`config.mk`:
```
export PLATFORM = sky130hd
export DESIGN_NAME = mem_arbiter_flat
export DESIGN_NICKNAME = d
export VERILOG_FILES = /design/src/rtl/mem_arbiter_if.sv /design/src/rtl/mem_arbiter.sv /design/src/flat_wrapper.sv
export SDC_FILE = /design/constraint.sdc
export NUM_CORES = 1
export LEC_CHECK = 0
export BUFFER_PORTS_ARGS = -buffer_cell sky130_fd_sc_hd__buf_2
export CAP_MARGIN = 0
export CORE_AREA = 5 5 57 59
export CTS_CLUSTER_DIAMETER = 150
export DETAILED_ROUTE_END_ITERATION = 8
export DIE_AREA = 0 0 62 64
export HOLD_SLACK_MARGIN = 0.05
export PLACE_DENSITY = 0.77
export SETUP_SLACK_MARGIN = 0.4
export SLEW_MARGIN = 40
export SYNTH_ARGS = -nofsm -noshare
export SYNTH_HDL_FRONTEND = slang
export SYNTH_SLANG_ARGS = --single-unit
export TNS_END_PERCENT = 1
```
`constraint.sdc`:
```
create_clock -name clk -period 2.45 [get_ports clk]
set_input_delay 0.49 -clock clk [delete_from_list [all_inputs] [get_ports clk]]
set_output_delay 0.49 -clock clk [all_outputs]
set_load 0.005 [all_outputs]
```
`src/rtl/mem_arbiter_if.sv`:
```
// Bus bundle tying the two masters and the single-port RAM to the arbiter.
// The arbiter takes the slave view; the masters/RAM side takes the master view.
interface mem_arbiter_if #(
  parameter int unsigned ADDR_W = 16,
  parameter int unsigned DATA_W = 8
);
  logic              m0_req;
  logic              m0_lock;
  logic              m0_we;
  logic [ADDR_W-1:0] m0_addr;
  logic [DATA_W-1:0] m0_wdata;
  logic              m0_gnt;
  logic              m0_rvalid;

  logic              m1_req;
  logic              m1_lock;
  logic              m1_we;
  logic [ADDR_W-1:0] m1_addr;
  logic [DATA_W-1:0] m1_wdata;
  logic              m1_gnt;
  logic              m1_rvalid;

  logic [DATA_W-1:0] rdata;
  logic [ADDR_W-1:0] mem_addr;
  logic [DATA_W-1:0] mem_wdata;
  logic              mem_we;
  logic [DATA_W-1:0] mem_rdata;

  modport slave (
    input  m0_req, m0_lock, m0_we, m0_addr, m0_wdata,
    input  m1_req, m1_lock, m1_we, m1_addr, m1_wdata,
    input  mem_rdata,
    output m0_gnt, m0_rvalid, m1_gnt, m1_rvalid,
    output rdata, mem_addr, mem_wdata, mem_we
  );

  modport master (
    output m0_req, m0_lock, m0_we, m0_addr, m0_wdata,
    output m1_req, m1_lock, m1_we, m1_addr, m1_wdata,
    output mem_rdata,
    input  m0_gnt, m0_rvalid, m1_gnt, m1_rvalid,
    input  rdata, mem_addr, mem_wdata, mem_we
  );
endinterface

```
`src/rtl/mem_arbiter.sv`:
```
// Round-robin arbiter sharing one single-port RAM between two masters, with an
// optional bus lock bounded by MAX_HOLD beats while the other master waits.
module mem_arbiter #(
  parameter int unsigned ADDR_W   = 16,
  parameter int unsigned DATA_W   = 8,
  parameter int unsigned MAX_HOLD = 4
) (
  input  logic         clk,
  input  logic         rst,
  mem_arbiter_if.slave bus
);
  typedef enum logic [1:0] {IDLE, OWN0, OWN1} state_t;

  localparam logic [3:0] HOLD_MAX = 4'(MAX_HOLD);

  state_t            state_q, state_d;
  logic              last_q, last_d;
  logic [3:0]        hold_cnt_q, hold_cnt_d;
  logic              rd_pend0_q, rd_pend0_d;
  logic              rd_pend1_q, rd_pend1_d;

  logic              gnt0;
  logic              gnt1;
  logic              hold_expired;
  logic [ADDR_W-1:0] addr_mux;
  logic [DATA_W-1:0] wdata_mux;
  logic              we_mux;

  assign hold_expired = (hold_cnt_q == HOLD_MAX);

  // Lock owner keeps the bus unless it has used up its beats and the other side waits.
  always_comb begin
    gnt0 = 1'b0;
    gnt1 = 1'b0;
    if (!rst) begin
      if (state_q == OWN0 && bus.m0_req && !(bus.m1_req && hold_expired)) begin
        gnt0 = 1'b1;
      end else if (state_q == OWN1 && bus.m1_req && !(bus.m0_req && hold_expired)) begin
        gnt1 = 1'b1;
      end else if (bus.m0_req && bus.m1_req) begin
        gnt0 = last_q;
        gnt1 = !last_q;
      end else begin
        gnt0 = bus.m0_req;
        gnt1 = bus.m1_req;
      end
    end
  end

  always_comb begin
    addr_mux  = '0;
    wdata_mux = '0;
    we_mux    = 1'b0;
    if (gnt0) begin
      addr_mux  = bus.m0_addr;
      wdata_mux = bus.m0_wdata;
      we_mux    = bus.m0_we;
    end else if (gnt1) begin
      addr_mux  = bus.m1_addr;
      wdata_mux = bus.m1_wdata;
      we_mux    = bus.m1_we;
    end
  end

  always_comb begin
    state_d    = IDLE;
    hold_cnt_d = '0;
    last_d     = last_q;
    rd_pend0_d = gnt0 && !bus.m0_we;
    rd_pend1_d = gnt1 && !bus.m1_we;
    if (gnt0) begin
      last_d = 1'b0;
      if (bus.m0_lock) begin
        state_d    = OWN0;
        hold_cnt_d = (state_q != OWN0) ? 4'd1 :
                     (hold_expired ? HOLD_MAX : hold_cnt_q + 4'd1);
      end
    end else if (gnt1) begin
      last_d = 1'b1;
      if (bus.m1_lock) begin
        state_d    = OWN1;
        hold_cnt_d = (state_q != OWN1) ? 4'd1 :
                     (hold_expired ? HOLD_MAX : hold_cnt_q + 4'd1);
      end
    end
  end

  always_ff @(posedge clk) begin
    if (rst) begin
      state_q    <= IDLE;
      last_q     <= 1'b1;
      hold_cnt_q <= '0;
      rd_pend0_q <= 1'b0;
      rd_pend1_q <= 1'b0;
    end else begin
      state_q    <= state_d;
      last_q     <= last_d;
      hold_cnt_q <= hold_cnt_d;
      rd_pend0_q <= rd_pend0_d;
      rd_pend1_q <= rd_pend1_d;
    end
  end

  // A read issued just before reset must not surface while reset is held.
  assign bus.m0_rvalid = rd_pend0_q && !rst;
  assign bus.m1_rvalid = rd_pend1_q && !rst;
  assign bus.m0_gnt    = gnt0;
  assign bus.m1_gnt    = gnt1;
  assign bus.rdata     = bus.mem_rdata;
  assign bus.mem_addr  = addr_mux;
  assign bus.mem_wdata = wdata_mux;
  assign bus.mem_we    = we_mux;
endmodule
```
`src/flat_wrapper.sv`:
```
// flat-port wrapper written by rule: the top's interface ports become plain ports
module mem_arbiter_flat 
#(
  parameter int unsigned ADDR_W   = 16,
  parameter int unsigned DATA_W   = 8,
  parameter int unsigned MAX_HOLD = 4
)
  (clk, rst, bus_m0_req, bus_m0_lock, bus_m0_we, bus_m0_addr, bus_m0_wdata, bus_m1_req, bus_m1_lock, bus_m1_we, bus_m1_addr, bus_m1_wdata, bus_mem_rdata, bus_m0_gnt, bus_m0_rvalid, bus_m1_gnt, bus_m1_rvalid, bus_rdata, bus_mem_addr, bus_mem_wdata, bus_mem_we);
  mem_arbiter_if #(.ADDR_W(ADDR_W), .DATA_W(DATA_W)) bus_i ();
  input  logic clk;
  input  logic rst;
  input wire logic [$bits(bus_i.m0_req)-1:0] bus_m0_req;
  input wire logic [$bits(bus_i.m0_lock)-1:0] bus_m0_lock;
  input wire logic [$bits(bus_i.m0_we)-1:0] bus_m0_we;
  input wire logic [$bits(bus_i.m0_addr)-1:0] bus_m0_addr;
  input wire logic [$bits(bus_i.m0_wdata)-1:0] bus_m0_wdata;
  input wire logic [$bits(bus_i.m1_req)-1:0] bus_m1_req;
  input wire logic [$bits(bus_i.m1_lock)-1:0] bus_m1_lock;
  input wire logic [$bits(bus_i.m1_we)-1:0] bus_m1_we;
  input wire logic [$bits(bus_i.m1_addr)-1:0] bus_m1_addr;
  input wire logic [$bits(bus_i.m1_wdata)-1:0] bus_m1_wdata;
  input wire logic [$bits(bus_i.mem_rdata)-1:0] bus_mem_rdata;
  output wire logic [$bits(bus_i.m0_gnt)-1:0] bus_m0_gnt;
  output wire logic [$bits(bus_i.m0_rvalid)-1:0] bus_m0_rvalid;
  output wire logic [$bits(bus_i.m1_gnt)-1:0] bus_m1_gnt;
  output wire logic [$bits(bus_i.m1_rvalid)-1:0] bus_m1_rvalid;
  output wire logic [$bits(bus_i.rdata)-1:0] bus_rdata;
  output wire logic [$bits(bus_i.mem_addr)-1:0] bus_mem_addr;
  output wire logic [$bits(bus_i.mem_wdata)-1:0] bus_mem_wdata;
  output wire logic [$bits(bus_i.mem_we)-1:0] bus_mem_we;
  assign bus_i.m0_req = bus_m0_req;
  assign bus_i.m0_lock = bus_m0_lock;
  assign bus_i.m0_we = bus_m0_we;
  assign bus_i.m0_addr = bus_m0_addr;
  assign bus_i.m0_wdata = bus_m0_wdata;
  assign bus_i.m1_req = bus_m1_req;
  assign bus_i.m1_lock = bus_m1_lock;
  assign bus_i.m1_we = bus_m1_we;
  assign bus_i.m1_addr = bus_m1_addr;
  assign bus_i.m1_wdata = bus_m1_wdata;
  assign bus_i.mem_rdata = bus_mem_rdata;
  assign bus_m0_gnt = bus_i.m0_gnt;
  assign bus_m0_rvalid = bus_i.m0_rvalid;
  assign bus_m1_gnt = bus_i.m1_gnt;
  assign bus_m1_rvalid = bus_i.m1_rvalid;
  assign bus_rdata = bus_i.rdata;
  assign bus_mem_addr = bus_i.mem_addr;
  assign bus_mem_wdata = bus_i.mem_wdata;
  assign bus_mem_we = bus_i.mem_we;
  mem_arbiter #(.ADDR_W(ADDR_W), .DATA_W(DATA_W), .MAX_HOLD(MAX_HOLD)) u_core (.clk(clk), .rst(rst), .bus(bus_i));
endmodule
```
* Word level (Yosys, flattened, before mapping)
Cells that the tools add are included.
** Storage, ports and cells
- Bits of input ports :: 64
- Word-level logic and storage cells :: 56
- Bits in registers :: 9
- Output and inout port bits :: 37
** Cells by class
- Multiplexer cells :: 27
- Equality and inequality tests :: 5
- Add/subtract/negate cells :: 1
- Reductions and logical operators :: 18
** Operators with widths (number)
- 16-bit 2-to-1 mux :: 2
- 4-bit 2-to-1 mux :: 7
- 8-bit 2-to-1 mux :: 2
- 1-bit 2-to-1 mux :: 13
- 1-bit logical AND :: 11
- 1-bit logical NOT :: 6
- 2-bit 2-to-1 mux :: 3
- 4-bit by 1-bit adder with 4-bit output (second input constant) :: 1
- 4-bit by 3-bit == test with 1-bit output (second input constant) :: 1
- 2-bit by 1-bit == test with 1-bit output (second input constant) :: 1
- 2-bit == test (second input constant) :: 1
- 2-bit by 1-bit inequality test with 1-bit output (second input constant) :: 1
- 2-bit inequality test (second input constant) :: 1
- 2-bit nonzero test :: 1

* Depth between registers and ports, before layout
- Depth in word-level cells :: 9
- Depth in mapped cells :: 8

* Worst setup path after synthesis
Ideal clock, no wire load.
- Path type :: reg-to-output
- Start point :: register u_core.hold_cnt_q[0]
- End point :: output bus_mem_addr[14]
- Path slack :: 0.226 ns
- Path buffers :: 2
- Data arrival time :: 1.734 ns
- Stages on the path, launching flop included :: 9
- Data required time :: 1.960 ns
- Path through :: dfxtp_1 -> inv_1 -> ha_1 -> and3b_1 -> o2111a_1 -> o21ba_1 -> buf_6 -> buf_6 -> a22o_1
** Between the ends
- Word-level cells in the longest chain between the ends :: 9
- Elaborated cells between the ends (all ways) :: 15
** Ends and longest elaborated chain
- from (decl) :: line mem_arbiter.sv:18 : logic [3:0] hold_cnt_q, hold_cnt_d;
- from (signal assigned) :: line mem_arbiter.sv:98 : hold_cnt_q <= hold_cnt_d;
- 4-bit by 3-bit == test with 1-bit output (*) :: line mem_arbiter.sv:29 : assign hold_expired = (hold_cnt_q == HOLD_MAX);
- 1-bit logical AND :: line mem_arbiter.sv:38 : end else if (state_q == OWN1 && bus.m1_req && !(bus.m0_req && hold_expired)) begin
- 1-bit logical NOT :: line mem_arbiter.sv:38
- 1-bit logical AND :: line mem_arbiter.sv:38
- 1-bit 2-to-1 mux :: line mem_arbiter.sv:38
- 1-bit 2-to-1 mux (*) :: line mem_arbiter.sv:36 : if (state_q == OWN0 && bus.m0_req && !(bus.m1_req && hold_expired)) begin
- 1-bit 2-to-1 mux (*) :: line mem_arbiter.sv:35 : if (!rst) begin
- net bus_m1_gnt :: line flat_wrapper.sv:25 : output wire logic [$bits(bus_i.m1_gnt)-1:0] bus_m1_gnt;
- 16-bit 2-to-1 mux (*) :: line mem_arbiter.sv:58 : end else if (gnt1) begin
- 16-bit 2-to-1 mux (*) :: line mem_arbiter.sv:54 : if (gnt0) begin
- to (decl) :: line flat_wrapper.sv:28 : output wire logic [$bits(bus_i.mem_addr)-1:0] bus_mem_addr;
The timed path passes the listed nets; every way through them passes the cells marked *.

* Final worst setup path
- Start point :: register u_core.hold_cnt_q[0]
- End point :: output bus_mem_addr[7]
** Between the ends
- Word-level cells in the longest chain between the ends :: 9
- Elaborated cells between the ends (all ways) :: 15
** Ends and longest elaborated chain (line)
- 4-bit by 3-bit == test with 1-bit output (*) :: mem_arbiter.sv:29
- 1-bit logical AND :: mem_arbiter.sv:38
- 1-bit logical NOT :: mem_arbiter.sv:38
- 1-bit logical AND :: mem_arbiter.sv:38
- 1-bit 2-to-1 mux :: mem_arbiter.sv:38
- 1-bit 2-to-1 mux :: mem_arbiter.sv:36
- 1-bit 2-to-1 mux :: mem_arbiter.sv:35
- 16-bit 2-to-1 mux :: mem_arbiter.sv:58
- 16-bit 2-to-1 mux (*) :: mem_arbiter.sv:54
Mark *: on every way between the ends. The rest lies on a longest branch, timed or not.

==> flow_metrics.env <==
export IMPL_worstPathRequired_ps=1960
export IMPL_place_hpwl_microns=2588
export IMPL_drive_gt1_share_pct=59.55
export IMPL_clkPwrFrac_pct=24.9
export IMPL_slew_violations=0
export IMPL_clk_latency_ps=260
export IMPL_cellPowerDensity_nw_per_um2=338.1
export IMPL_worst_setup_path_end_kind="primary output"
export IMPL_muxShareOfSynthArea_pct=1.236
export IMPL_holdWs_ps=395.7
export IMPL_p_leak_nw=0.7457
export IMPL_ys_top_cells_by_area="a22o_1 (27%), dfxtp_1 (22%), buf_4 (7.4%)"
export IMPL_fin_skew_ps=0.8659
export IMPL_syn_nets=159
export IMPL_setup_ws_ps=-25.57
export IMPL_post_place_ws_ps=167.1
export IMPL_yosysUniqueCellTypes=30
export IMPL_grt_overflow=0
export IMPL_clkTransAtPathRegs_ps=60
export IMPL_yosysSeqAreaShare_pct=22.26
export IMPL_violations="negative setup slack"
export IMPL_synthSimpleGateAreaFrac_pct=19.63
export IMPL_synth_xor_area_share_pct=0
export IMPL_cts_buffers=3
export IMPL_gp_congestion=0.8982
export IMPL_antenna_cells=0
export IMPL_start_util_pct=30.40
export IMPL_syn_inst=93
export IMPL_tightest_slew_ps=412.8
export IMPL_tritoncts="built"
export IMPL_p_int_mw=0.3323
export IMPL_fin_crit_ps=2476
export IMPL_syn_area_per_cell_sq_um=8.705
export IMPL_synthTopCellsByCount="a22o_1 (25), dfxtp_1 (9), buf_4 (8)"
export IMPL_max_slew_margin_pct=72.19
export IMPL_firstDrtPassIters=4
export IMPL_max_freq_mhz=403.9
export IMPL_grt_antenna_before_repair=0
export IMPL_grt_pass1_vias=1193
export IMPL_clock_path_buffers=2
export IMPL_clock_sinks=9
export IMPL_synth_adder_area_share_pct=3.091
export IMPL_finalCritPeriodShare_pct=101.0
export IMPL_die_w_microns=62
export IMPL_vias=1102
export IMPL_die_area_sq_um=3968
export IMPL_synth_top_area_share_pct=27.05
export IMPL_vias_per_cell=5.273
export IMPL_rows=19
export IMPL_drt_total_wl_microns=3558
export IMPL_drc=0
export IMPL_power_frac_comb_pct=41.7
export IMPL_die_h_microns=64
export IMPL_routedWlPerCell_microns=17.02
export IMPL_ant_nets=0
export IMPL_drt_initial_drc_count=21
export IMPL_critPathKind="flip-flop to primary output"
export IMPL_htreeDepth=1
export IMPL_seq_power_share_pct=33.3
export IMPL_ys_ff_latch=9
export IMPL_cts_root_buffer="clkbuf_4"
export IMPL_start_kind="flip-flop"
export IMPL_status="finished with violations"
export IMPL_syn2layout_area_growth_pct=71.56
export IMPL_critPathArrivalTime_ps=1990
export IMPL_synth_edf_count=0
export IMPL_grt_max_degree=28
export IMPL_fin_util_pct=52.16
export IMPL_drv_cap=0
export IMPL_netlist_area_sq_um=809.5
export IMPL_coreArea_sq_um=2663
export IMPL_synth_top_family_by_area="compound AO/OA/AOI/OAI gates"
export IMPL_io_pins=101
export IMPL_async_reset_ff_share_pct=0
export IMPL_switching_power_mw=0.1372
export IMPL_port_buffers=84
export IMPL_yosysMostFrequentCell="a22o_1"
export IMPL_min_path_type="input port to flip-flop"
export IMPL_yosysWarnings=0
export IMPL_grt_util_all_layers_pct=18.03
export IMPL_cp_max_fo=7
export IMPL_cts_hold_fix_buffers=0
export IMPL_rsz0062_at_grt="yes"
export IMPL_switching_share_pct=29.22
export IMPL_max_vdd_ir_drop_v=0.0001771
export IMPL_nets=245
export IMPL_ys_flop_type="dfxtp_1"
export IMPL_finalHoldViolCount=0
export IMPL_setup_viol=20
export IMPL_synth_compound_area_share_pct=38.95
export IMPL_synth_top_area_cell="a22o_1"
export IMPL_grt_pass1_wl_microns=5409
final timing paths:
path	depth (start not counted)	slack [ps]	start	endpoint
worst min register to register	2	580	u_core.hold_cnt_q[3]$_SDFF_PP0_	u_core.hold_cnt_q[3]$_SDFF_PP0_
worst max register to register	7	680	u_core.hold_cnt_q[0]$_SDFF_PP0_	u_core.hold_cnt_q[2]$_SDFF_PP0_
worst min-delay path	2	400	bus_m0_we	u_core.rd_pend0_q$_SDFF_PP0_
worst max-delay path	8	-30	u_core.hold_cnt_q[0]$_SDFF_PP0_	bus_mem_addr[7]
through the flow:
stage	area [sq um]	TNS, ps	total power, mW	instances
2_1_floorplan	824.5	0	0.2439	93
4_1_cts	1354	-286.5	0.4606	208
6_report	1389	-280.6	0.4695	209
5_1_grt	1389	-1997	0.4979	209
3_5_place_dp	1202	0	0.3179	196
3_3_place_gp	1202	0	0.3159	196
cell families after synthesis:
group / after synthesis
simple gates: 25
fa+ha+maj: 2
compound gates: 39
flops: 9
mux: 1
buf+inv: 17
power groups by stage:
stage / Combinational, mW / Clock (mW) / Sequential (mW)
4_1_cts: 0.186 / 0.118 / 0.156
2_1_floorplan: 0.0850 / 0 / 0.159
3_5_place_dp: 0.158 / 0 / 0.160
6_report: 0.196 / 0.117 / 0.157
5_1_grt: 0.214 / 0.126 / 0.157
3_3_place_gp: 0.156 / 0 / 0.160
placed cells by master, fill, tap and decap left out, drive strengths merged, types with 2 or more instances in the layout:
cell type / n
nand2b: 4
clkbuf: 5
o21ai: 3
nor2b: 6
buf: 94
nand3: 2
dfxtp: 9
a21oi: 4
a22o: 25
and2: 2
nor3: 2
and3b: 2
ha: 2
inv: 3
worst max-delay path, cell delays in order (launching register included):
cell and delay [ps]:
dfxtp_2 330, inv_2 50, ha_4 160, and3b_1 170, o2111a_1 260, o21ba_4 250
buf_16 150, a22o_1 210, buf_2 130
timing repair:
item	CTS	global route
buffers inserted	6	0
pin swaps	10	2
endpoints found under the setup margin	27	27
gates cloned	2	1
resized for setup	8	3
layer usage:
metal,track usage [%],part of all wire (%)
met1,19.28,36
met3,5.835,11
met2,31.35,51
met5,0,0
met4,7.427,1.3
cell type report:
type                       count  area [sq um]
sequential                     9         182.7
inverter                       3         11.26
timing repair buffer          95         595.6
fill                         273          1274
multi-input combinational     67         534.3
clock buffer                   4         26.28
tap                           31         38.79
sequential cells by signal, indices dropped and copies added (netlist names):
register           flops
u_core.last_q          1
u_core.rd_pend1_q      1
u_core.state_q         2
u_core.rd_pend0_q      1
u_core.hold_cnt_q      4
(Power assumes the default switching activity.)
